## src/rtl/gost_cfb_ctrl.sv

```systemverilog
// CFB (gamma-with-feedback) controller in front of a GOST 28147-89 core; one word per core op, out_valid core latency + 2 after input.
// Output word is held in OUT until out_ready; input is not accepted again until it drains, so nothing is lost under backpressure.
module gost_cfb_ctrl #(
    parameter int unsigned SWAP         = 1,
    parameter int unsigned DONE_TIMEOUT = 255
) (
    input  logic        clk,
    input  logic        rst_n,
    input  logic        start,
    input  logic        dir,
    input  logic [63:0] iv,
    input  logic        in_valid,
    output logic        in_ready,
    input  logic [63:0] in_data,
    input  logic        in_last,
    output logic        out_valid,
    input  logic        out_ready,
    output logic [63:0] out_data,
    output logic        out_last,
    output logic        busy,
    output logic        err,
    output logic        core_load,
    output logic        core_mode,
    output logic [63:0] core_pdata,
    input  logic        core_done,
    input  logic [63:0] core_cdata
);

    typedef enum logic [2:0] {
        S_IDLE,
        S_WAIT_IN,
        S_CORE_GO,
        S_CORE_WAIT,
        S_OUT
    } state_t;

    localparam logic [7:0] TMO = 8'(DONE_TIMEOUT);

    // Full 64-bit byte reversal: byte-swap each half and exchange the halves.
    function automatic logic [63:0] sw(input logic [63:0] x);
        logic [63:0] y;
        y = x;
        if (SWAP != 0) begin
            for (int i = 0; i < 8; i++) begin
                y[i*8 +: 8] = x[(7-i)*8 +: 8];
            end
        end
        return y;
    endfunction

    state_t      state, state_nxt;
    logic [63:0] fb;
    logic [63:0] dbuf;
    logic        dir_q;
    logic        last_q;
    logic [7:0]  timer;
    logic [7:0]  timer_nxt;
    logic [63:0] r;
    logic        timeout;

    assign r          = dbuf ^ core_cdata;
    assign timer_nxt  = timer + 8'd1;
    assign timeout    = (state == S_CORE_WAIT) && !core_done && (timer_nxt == TMO);
    assign core_mode  = 1'b0;
    assign core_pdata = fb;

    always_ff @(posedge clk or negedge rst_n) begin
        if (!rst_n) begin
            state <= S_IDLE;
        end else begin
            state <= state_nxt;
        end
    end

    always_comb begin
        state_nxt = state;
        in_ready  = 1'b0;
        out_valid = 1'b0;
        core_load = 1'b0;
        busy      = 1'b1;
        case (state)
            S_IDLE: begin
                busy = 1'b0;
                if (start) state_nxt = S_WAIT_IN;
            end
            S_WAIT_IN: begin
                in_ready = 1'b1;
                if (in_valid) state_nxt = S_CORE_GO;
            end
            S_CORE_GO: begin
                core_load = 1'b1;
                state_nxt = S_CORE_WAIT;
            end
            S_CORE_WAIT: begin
                if (core_done) begin
                    state_nxt = S_OUT;
                end else if (timeout) begin
                    state_nxt = S_IDLE;
                end
            end
            S_OUT: begin
                out_valid = 1'b1;
                if (out_ready) state_nxt = out_last ? S_IDLE : S_WAIT_IN;
            end
            default: begin
                busy      = 1'b0;
                state_nxt = S_IDLE;
            end
        endcase
    end

    always_ff @(posedge clk or negedge rst_n) begin
        if (!rst_n) begin
            fb       <= '0;
            dbuf     <= '0;
            dir_q    <= 1'b0;
            last_q   <= 1'b0;
            timer    <= '0;
            out_data <= '0;
            out_last <= 1'b0;
            err      <= 1'b0;
        end else begin
            case (state)
                S_IDLE: begin
                    if (start) begin
                        fb    <= sw(iv);
                        dir_q <= dir;
                        err   <= 1'b0;
                    end
                end
                S_WAIT_IN: begin
                    if (in_valid) begin
                        dbuf   <= sw(in_data);
                        last_q <= in_last;
                    end
                end
                S_CORE_GO: begin
                    timer <= '0;
                end
                S_CORE_WAIT: begin
                    if (core_done) begin
                        out_data <= sw(r);
                        out_last <= last_q;
                        // Feedback is always the ciphertext word, whichever direction.
                        fb       <= dir_q ? dbuf : r;
                    end else begin
                        timer <= timer_nxt;
                        if (timeout) err <= 1'b1;
                    end
                end
                default: begin
                end
            endcase
        end
    end

endmodule
```

## config.mk

```make
export PLATFORM = sky130hd
export DESIGN_NAME = gost_cfb_ctrl
export DESIGN_NICKNAME = d
export VERILOG_FILES = /design/src/rtl/gost_cfb_ctrl.sv
export SDC_FILE = /design/constraint.sdc
export NUM_CORES = 1
export LEC_CHECK = 0
export ABC_CLOCK_PERIOD_IN_PS = 1700
export BUFFER_PORTS_ARGS = -buffer_cell sky130_fd_sc_hd__buf_2
export CAP_MARGIN = 25
export CORE_MARGIN = 4
export CORE_UTILIZATION = 46
export CTS_CLUSTER_SIZE = 28
export DETAILED_ROUTE_END_ITERATION = 16
export PLACE_DENSITY = 0.77
export SLEW_MARGIN = 25
export SYNTH_ARGS = -nofsm -noshare
export SYNTH_HDL_FRONTEND = slang
export SYNTH_SLANG_ARGS = --single-unit
```

## constraint.sdc

```tcl
create_clock -name clk -period 1.7 [get_ports clk]
set_clock_uncertainty 0.1 [all_clocks]
set_input_delay 0.085 -clock clk [delete_from_list [all_inputs] [get_ports clk]]
set_output_delay 0.085 -clock clk [all_outputs]
set_load 0.1 [all_outputs]
```

# == Yosys cells after proc, flatten, opt, wreduce, memory -nomap -nowiden ==
# Index checks and enable logic that the tools add are counted.
# classes
bitwise_logic,1
n_reduce_logical,14
n_eq_ne,12
addsub,1
mux,21
# op_table
operator,n
2-to-1 mux 64 bit,3
case mux 64 bit (2 select lines),1
bitwise XOR 64 bit,1
case mux 8 bit (2 select lines),1
2-to-1 mux 3 bit,5
case mux 3 bit (5 select lines),1
"!= test 2 bit, second input constant",6
"adder 8 x 1 -> 8 bit, second input constant",1
"equality test 8 bit, second input constant",1
2-to-1 mux 1 bit,8
2-to-1 mux 8 bit,1
AND reduction 2 bit,4
AND reduction 4 bit,2
"equality test 3 x 2 -> 1 bit, second input constant",2
nonzero test 2 bit,2
OR reduction 4 bit,1
"equality test 3 x 1 -> 1 bit, second input constant",1
"equality test 3 bit, second input constant",1
zero test 3 bit,1
"!= test 3 bit, second input constant",1
AND reduction 3 bit,1
logical AND 1 bit,2
case mux 1 bit (2 select lines),1
zero test 1 bit,1
# word_totals
inputBits,200
regBits,207
output_inout_bits,135
elab_cells,58

# == Logic depth before layout (Yosys ltp) ==
# Gate-level depths: netlist of run 1.
# depth
depth_word,6
ltp_mapped,8
depth_no_buf,6

# == Worst setup path after synthesis of run 1 ==
# OpenSTA, ideal clock, no wires.
# synth_path
path_type,reg-to-output
from,register state[2]
to,output in_ready
arrival_ps,2615
stages_incl_launch_ff,3
required_ps,1515
path_slack_ps,-1100
cell_sequence,dfrtp_1 buf_2 nor3_1
# synth_between
elab_chain_len,2
# synth_rtl
element,line,rtl
start: declaration,51,"state_t state, state_nxt;"
start signal: assignment,71,state <= state_nxt;
equality test 3 x 1 -> 1 bit,81,case (state)
2-to-1 mux 1 bit,81,
end: declaration,13,"output logic in_ready,"
# No other way between the ends.

# == Worst setup path in the final report of run 1 ==
# layout_path
from,register state[1]
to,register dbuf[51]
# layout_between
elab_chain_len,2
# layout_rtl
element,line,rtl
equality test 3 x 1 -> 1 bit,123,case (state)
AND reduction 2 bit (no source line),--,
end signal: assignment,133,dbuf <= sw(in_data);
end: declaration,53,logic [63:0] dbuf;
# No other way between the ends.
# A chain may end at the register's enable or synchronous reset.

==> run_results.csv, run 1 <==
group,metric,value,unit
setup_path,rr_endpoint,"dbuf[51]$_DFFE_PN0P_",
placed_design,port_buffers,333,
layout,layout-drive-gt1-share,39.35,%
synth,synth_flop_cell,"dfrtp_1",
clock_tree,cts_root_buf,"clkbuf_16",
sta,worst_slew_pin_slew,0.5802,ns
synth,syn_area_per_cell,10.85,um2
synth,ys_ff_latch,207,
synth,yosysWarnings,0,
placed_design,gp_congestion,0.8603,
clock_tree,cts_max_level,1,
clock_tree,cts_buffer_depth,3,
clock_tree,insertion_delay,0.51,ns
worst_hold_path,hold_path.class,"input port to asynchronous set/reset pin",
floorplan,die_w,155.5,um
placed_design,dpl.hpwl,20480,um
global_routing,first_global_vias,10460,
synth,synth.distinct_cells,45,
clock_tree,cts_sinks,207,
drt,dr.pass1.iters,5,
clock_tree,clk_pin_slew_worst_paths,0.07,ns
drt,drt_iter0_markers,706,
sta,maxSlewHeadroom,61.58,%
synth,synth_top_area_share,51.76,%
synth,yosysMostFrequentCell,"dfrtp_1",
global_routing,grt_max_degree,59,
setup_path,endpoint,"dbuf[51]$_DFFE_PN0P_",
setup_path,path_max_fanout,26,
synth,synthCells,922,
sta,finalSetupViolCount,138,
drt,wl,41090,um
drt,avgRoutedWirePerCell,22.97,um
global_routing,track_usage,29.22,%
floorplan,ioPinCount,335,
sta,post-route-period-util,112.5,%
synth,async_flop_share,100.0,%
synth,synth_fp_nets,1124,
sta,fin_setup_tns,-19.97,ns
drt,drc,0,
synth,yosysTopAreaCell,"dfrtp_1",
clock_tree,numCtsBuffers,23,
floorplan,fp-row-count,53,
floorplan,core,21220,um2
layout,final_nets,1698,
sta,fin_crit,1.912,ns
sta,drv_slew,0,
setup_path,critPathLaunchType,"flip-flop",
job,cap_violations,0,
layout,n_fill_cell,1196,
synth,syn_area,10010,um2
setup_path,reg2reg_depth,5,
status,outcome,"complete, but fails checks",
status,violations,"negative setup slack",
setup_path,critical_path_class,"flip-flop to flip-flop",
drt,drtAntennaViolNets,0,
synth,synthTopCellsByArea,"dfrtp_1 (52%), xnor2_1 (11%), mux2_2 (7.5%)",
drt,vias,9870,
synth,synth-edff-count,0,
sta,finalHoldViolCount,0,
synth,synth_common_cells,"dfrtp_1 (207), nand2_1 (140), xnor2_1 (130), o21ai_0 (121), mux2_2 (67)",
setup_path,end_kind,"flip-flop",
global_routing,antenna_found_initial,1,
synth,yosysSeqAreaShare,51.76,%
clock_tree,cts_tree,"done",
sta,rsz0062_at_grt,"yes",
floorplan,fp.dieH,155.5,um
setup_path,r2r_slack,-0.21,ns
setup_path,r2r_start,"state[1]$_DFFE_PN0P_",
sta,worst_slack,-0.2124,ns
sta,max_clock_freq,522.9,MHz
layout,syn2layout_area_growth,62.02,%
floorplan,die-area,24180,um2
floorplan,start_util,47.16,%
setup_path,arrival,2.19,ns
setup_path,cp.required,1.98,ns
global_routing,grt_first_pass_wirelength,56200,um
global_routing,grt-ovfl-total,0,
setup_path,worstSetupStartpoint,"state[1]$_DFFE_PN0P_",
drt,viasPerCell,5.517,
[logic make-up after synthesis]
logic type               Yosys count  synth area share (%)
AO/OA/AOI/OAI                    158                 8.365
XOR/XNOR                         130                 11.38
adder cells (fa/ha/maj)            2                0.2500
buffers and inverters             59                 3.126
flip-flops                       207                 51.76
multiplexers                     131                 13.94
other                              1               0.03747
AND/OR/NAND/NOR                  234                 11.14
[sequential cells by signal, summed over array words and instances (netlist names)]
signal      cells
out_data       64
dir_q           1
dbuf           64
err             1
out_last        1
state           3
last_q          1
core_pdata     64
timer           8
[stage by stage]
step	util, %	cells	setup WS [ns]	hold WS (ns)	area (um2)
CTS	73.51	1774	-0.1492	0.06252	15600
detailed placement	58.38	1517	-0.1011	0.03427	12390
global route	76.39	1788	-0.2472	0.1164	16210
global placement	58.38	1517	-0.009769	0.03154	12390
floorplan	-	922	-0.1020	-0.3106	10050
finish	76.40	1789	-0.2124	0.06030	16210
[cells in the final DEF (no fill, tap or decap), drive strengths merged, types with 4 or more instances in the layout]
| cell | instances |
|---|---|
| nand2b | 65 |
| dfrtp | 207 |
| clkbuf | 42 |
| nor2 | 5 |
| o21ai | 140 |
| mux2 | 67 |
| dlygate4sd3 | 199 |
| a21oi | 4 |
| buf | 394 |
| nand3 | 7 |
| nand2 | 140 |
| xnor2 | 130 |
| a21o | 4 |
| bufinv | 4 |
| mux2i | 64 |
[layer usage]
layer  GRT usage, %  vias to the layer above  share of wire, %
li1               -                     4254                 -
met3          7.288                      164               8.8
met2          51.94                      624                51
met5              0                        -                 0
met1          33.04                     4828                35
met4          13.30                        0               5.7
[layout make-up]
type	count	area [um2]	area share, %
repair buffers	601	4776	29.46
inverters	4	18.77	0.1158
multi-input cells	659	5064	31.23
flip-flops and latches	207	5184	31.97
clock inverters	7	135.1	0.8335
diodes	2	5.005	0.03087
clock buffers	34	686.9	4.237
well taps	275	344.1	2.122
[worst min-delay path by stage]
stage | end | slack (ns)
3_3_place_gp | out_data[52]$_DFFE_PN0P_ | 0.03
3_5_place_dp | out_data[52]$_DFFE_PN0P_ | 0.03
4_1_cts | dbuf[13]$_DFFE_PN0P_ | 0.06
6_report | dbuf[20]$_DFFE_PN0P_ | 0.06
5_1_grt | dbuf[12]$_DFFE_PN0P_ | 0.12
2_1_floorplan | core_pdata[0]$_DFFE_PN0P_ | -0.31
[worst max-delay path: stages (launching register included)]
cell	delay, ns
dfrtp_2	0.47
buf_12	0.15
nand3b_1	0.22
nor2_4	0.23
buf_12	0.23
mux2_2	0.37
[timing repair]
item,CTS,global route
buffers inserted,12,1
gates resized for setup,87,101
cloned,5,13
setup endpoints to repair,132,155
endpoints found under the hold margin,405,0
pin swaps,20,28
hold buffers,199,0
Power of run 1 is left out: the tool's default activity adds up to more than one toggle a clock period on the data nets, which glitch-free logic cannot reach.
==> inputs of run 2 (changes only) <==
--- a/config.mk
+++ b/config.mk
@@ -9,5 +9,5 @@
 export BUFFER_PORTS_ARGS = -buffer_cell sky130_fd_sc_hd__buf_2
 export CAP_MARGIN = 25
-export CORE_MARGIN = 4
+export CORE_MARGIN = 2
 export CORE_UTILIZATION = 46
 export CTS_CLUSTER_SIZE = 28
--- a/constraint.sdc
+++ b/constraint.sdc
@@ -3,3 +3,3 @@
 set_input_delay 0.085 -clock clk [delete_from_list [all_inputs] [get_ports clk]]
 set_output_delay 0.085 -clock clk [all_outputs]
-set_load 0.1 [all_outputs]
+set_load 0.005 [all_outputs]
==> run_results.csv, run 2 (synthesis results as in run 1) <==
group,metric,value,unit
floorplan,fp.dieH,151.5,um
floorplan,start_util,47.31,%
clock_tree,cts_max_level,1,
global_routing,grt_first_pass_wirelength,51670,um
layout,final_nets,1711,
drt,drc,0,
floorplan,die-area,22950,um2
sta,fin_crit,1.750,ns
global_routing,grt_max_degree,49,
global_routing,grt-ovfl-total,0,
global_routing,track_usage,29.09,%
layout,multi_input_area,4687,um2
setup_path,worstSetupStartpoint,"state[1]$_DFFE_PN0P_",
setup_path,r2r_start,"state[1]$_DFFE_PN0P_",
sta,finalHoldViolCount,0,
drt,viasPerCell,5.263,
sta,hold_slack,0.06098,ns
placed_design,dpl.hpwl,19950,um
sta,rsz0062_at_grt,"yes",
layout,regArea,5182,um2
drt,vias,9494,
layout,mostFrequentLayoutCells,"buf_2 (332), dfrtp_1 (205), dlygate4sd3_1 (199)",
floorplan,ioPinCount,335,
layout,final_common_cell,"buf_2",
floorplan,core,21150,um2
layout,syn2layout_area_growth,56.48,%
sta,drv_slew,0,
power_and_ir_drop,power.density,1759,nW/um2
placed_design,pre_cts_slack,-0.1547,ns
sta,worst_slack,-0.05023,ns
clock_tree,insertion_delay,0.51,ns
setup_path,cp.required,2.00,ns
setup_path,critical_path_class,"flip-flop to flip-flop",
setup_path,end_kind,"flip-flop",
drt,avgRoutedWirePerCell,20.29,um
setup_path,arrival,2.05,ns
setup_path,endpoint,"out_data[25]$_DFFE_PN0P_",
status,outcome,"complete, but fails checks",
placed_design,port_buffers,333,
layout,post-route-util,74.02,%
layout,layout-drive-gt1-share,36.17,%
global_routing,antenna_found_initial,3,
drt,dr.pass1.iters,5,
setup_path,r2r_slack,-0.05,ns
clock_tree,numCtsBuffers,23,
placed_design,gp_congestion,0.8787,
clock_tree,cts_sinks,207,
clock_tree,clk_pin_slew_worst_paths,0.06,ns
status,violations,"negative setup slack",
drt,wl,36600,um
clock_tree,cts_root_buf,"clkbuf_16",
sta,max_clock_freq,571.4,MHz
clock_tree,cts_buffer_depth,3,
clock_tree,cts_tree,"done",
floorplan,fp-row-count,53,
job,cap_violations,0,
global_routing,first_global_vias,9833,
power_and_ir_drop,p_total,27.55,mW
drt,drt_iter0_markers,409,
power_and_ir_drop,ir_drop,1012,uV
layout,n_fill_cell,1290,
setup_path,critPathLaunchType,"flip-flop",
sta,finalSetupViolCount,31,
drt,drtAntennaViolNets,0,
setup_path,rr_endpoint,"out_data[25]$_DFFE_PN0P_",
setup_path,path_max_fanout,23,
setup_path,reg2reg_depth,6,
power_and_ir_drop,leakage,7.382,nW
worst_hold_path,hold_path.class,"input port to asynchronous set/reset pin",
sta,post-route-period-util,103.0,%
floorplan,die_w,151.5,um
[run 2: cell types whose count changed in the layout (fill, tap and decap cells not counted), sizes merged, moves of 2 or more]
cell and change:
bufinv -4, a21o -3, clkinv +4, buf +15
inv +2
[run 2: worst min-delay path by stage]
stage | start | to
6_report | rst_n | dbuf[9]$_DFFE_PN0P_
5_1_grt | rst_n | dbuf[9]$_DFFE_PN0P_
4_1_cts | rst_n | dbuf[18]$_DFFE_PN0P_
3_5_place_dp | rst_n | out_data[42]$_DFFE_PN0P_
3_3_place_gp | rst_n | out_data[41]$_DFFE_PN0P_
2_1_floorplan | rst_n | core_pdata[0]$_DFFE_PN0P_
[run 2: area by class of cell]
type	count	share of cell area, %
clock buffer	33	4.299
clock inverter	9	0.3276
antenna	3	0.04794
tap	275	2.197
multi-input combinational	657	29.93
sequential	207	33.10
timing repair buffer	616	30.00
inverter	4	0.09588
[run 2: routing by layer]
| metal | up-vias | GRT usage (%) | wire (um) |
|---|---|---|---|
| met5 | - | 0 | 0 |
| met4 | 0 | 13.15 | 1920 |
| met1 | 4597 | 33.30 | 13310 |
| met2 | 491 | 50.79 | 17960 |
| met3 | 135 | 8.084 | 3419 |
| li1 | 4271 | - | - |
[run 2: repair_timing]
action                                  in CTS  in global routing
hold buffers                               200                  0
endpoints found under the setup margin      85                169
hold endpoints to repair                   405                  0
gates cloned                                 0                  9
pin swaps                                    3                  8
resized for setup                           19                 61
setup buffers                                3                 19
[run 2: worst max-delay path, cell delays in order, from the launching register on]
cell	delay, ns
dfrtp_1	0.40
buf_4	0.14
and3b_4	0.24
buf_6	0.15
nand2_8	0.10
clkbuf_16	0.22
o21ai_0	0.28
[run 2: report_power, final]
part	internal (mW)	leakage, nW	total [mW]	switching, mW
clock network	2.76	0.363	4.82	2.07
registers	7.29	2.55	9.25	1.96
logic	7.13	4.47	13.5	6.35
total	17.2	7.38	27.6	10.4
[run 2: stage by stage]
stage                     setup TNS, ns  cell area, um2  instances
after floorplan                -0.04641           10010        922
after global placement          -0.1430           12360       1528
after detailed placement        -0.5001           12360       1528
after CTS                       -0.1001           15170       1773
after global routing             -5.382           15660       1804
final                           -0.6362           15660       1804
Power figures use the tool's default switching activity.
==> inputs of run 3 (changes only) <==
- CORE_UTILIZATION: 46 -> 30
- PLACE_DENSITY: 0.77 -> unset
==> run_results.csv, run 3 (synthesis results as in run 1) <==
group,metric,value,unit
layout,layout-drive-gt1-share,35.38,%
sta,rsz0062_at_grt,"yes",
floorplan,core,32700,um2
status,outcome,"complete, but fails checks",
layout,n_fill_cell,2945,
sta,drv_slew,0,
global_routing,grt_first_pass_wirelength,50490,um
power_and_ir_drop,ir_drop,1098,uV
floorplan,fp-row-count,66,
power_and_ir_drop,p_total,27.41,mW
global_routing,track_usage,17.85,%
floorplan,fp.dieH,186.6,um
drt,dr.pass1.iters,7,
clock_tree,cts_buffer_depth,3,
clock_tree,numCtsBuffers,25,
drt,vias,8925,
sta,worst_slack,-0.07391,ns
clock_tree,cts_root_buf,"clkbuf_16",
setup_path,cp.required,2.04,ns
floorplan,ioPinCount,335,
placed_design,gp_congestion,0.8230,
setup_path,path_max_fanout,25,
layout,post-route-util,48.42,%
setup_path,critical_path_class,"flip-flop to flip-flop",
clock_tree,cts_tree,"done",
drt,drtAntennaViolNets,0,
sta,hold_slack,0.2088,ns
power_and_ir_drop,leakage,7.308,nW
clock_tree,cts_sinks,207,
setup_path,arrival,2.11,ns
drt,wl,34360,um
global_routing,antenna_found_initial,0,
job,cap_violations,0,
clock_tree,insertion_delay,0.54,ns
drt,drc,0,
floorplan,die_w,186.6,um
sta,fin_crit,1.774,ns
placed_design,port_buffers,333,
drt,viasPerCell,4.565,
sta,max_clock_freq,563.7,MHz
global_routing,first_global_vias,9453,
status,violations,"negative setup slack",
setup_path,critPathLaunchType,"flip-flop",
layout,syn2layout_area_growth,58.23,%
layout,mostFrequentLayoutCells,"buf_2 (332), dfrtp_1 (203), dlygate4sd3_1 (200)",
global_routing,grt-ovfl-total,0,
layout,final_nets,1695,
global_routing,grt_max_degree,55,
drt,avgRoutedWirePerCell,17.57,um
drt,drt_iter0_markers,304,
power_and_ir_drop,power.density,1731,nW/um2
sta,post-route-period-util,104.3,%
sta,finalSetupViolCount,100,
sta,finalHoldViolCount,0,
clock_tree,clk_pin_slew_worst_paths,0.06,ns
floorplan,die-area,34830,um2
worst_hold_path,hold_path.class,"input port to flip-flop",
placed_design,dpl.hpwl,20850,um
setup_path,end_kind,"flip-flop",
floorplan,start_util,30.60,%
clock_tree,cts_max_level,1,
layout,final_common_cell,"buf_2",
[run 3: cell types whose count changed in the layout (fill, tap and decap cells not counted), moves of 4 or more]
cell / before / now
buf_12: 15 / 11
buf_4: 53 / 35
clkinv_2: 7 / 2
bufinv_16: 0 / 4
mux2_2: 55 / 63
mux2_4: 12 / 4
[run 3: metrics by stage]
step           instances  setup slack, ns  cell area, um2  setup TNS [ns]
2_1_floorplan        922        -0.005924           10010        -0.04641
3_3_place_gp        1679         -0.05713           12410         -0.1202
3_5_place_dp        1679         -0.08302           12410         -0.2387
4_1_cts             1930         -0.04127           15390         -0.4554
5_1_grt             1954          -0.1558           15830          -15.75
6_report            1955         -0.07391           15830          -2.922
[run 3: layer usage]
| layer | global-route usage, % | part of all wire, % |
|---|---|---|
| met4 | 6.593 | 3.0 |
| met3 | 4.401 | 6.8 |
| met5 | 0 | 0 |
| met2 | 31.36 | 49 |
| met1 | 21.08 | 41 |
[run 3: final cells by class]
cell class                 count  area (um2)  share of cell area, %
antenna                        1       2.502                0.01580
clock buffer                  39       768.2                  4.852
clock inverter                 7       138.9                 0.8771
inverter                       4       15.01                0.09482
multi-input combinational    658        4649                  29.36
sequential                   207        5185                  32.75
tap                          442       553.0                  3.493
timing repair buffer         597        4522                  28.56
[run 3: final timing paths]
kind	to	slack [ns]	from	cells after the start
worst min-delay path	dbuf[13]$_DFFE_PN0P_	0.21	in_data[53]	3
min in group asynchronous	dbuf[20]$_DFFE_PN0P_	0.51	rst_n	3
worst max register to register	core_pdata[24]$_DFFE_PN0P_	-0.07	state[1]$_DFFE_PN0P_	4
max in group asynchronous	core_pdata[36]$_DFFE_PN0P_	0.32	rst_n	4
worst max-delay path	core_pdata[24]$_DFFE_PN0P_	-0.07	state[1]$_DFFE_PN0P_	4
worst min register to register	core_pdata[3]$_DFFE_PN0P_	0.37	core_pdata[3]$_DFFE_PN0P_	2
[run 3: worst max-delay path, cell delays in order, from the launching register on]
cell and delay [ns]:
dfrtp_2 0.43, or3b_1 0.43, a21o_4 0.31, clkbuf_16 0.21, o21ai_0 0.18
[run 3: repair_timing]
action	in CTS	in global routing
gates resized for setup	14	56
pin swaps	9	6
gates cloned	0	15
hold buffers	200	0
hold endpoints to repair	405	0
endpoints found under the setup margin	27	181
buffers inserted	5	9
[run 3: power breakdown]
group	total, mW	internal (mW)	switching [mW]
sequential	9.03	7.29	1.73
combinational	12.5	6.66	5.87
clock	5.85	3.69	2.16
total	27.4	17.6	9.77
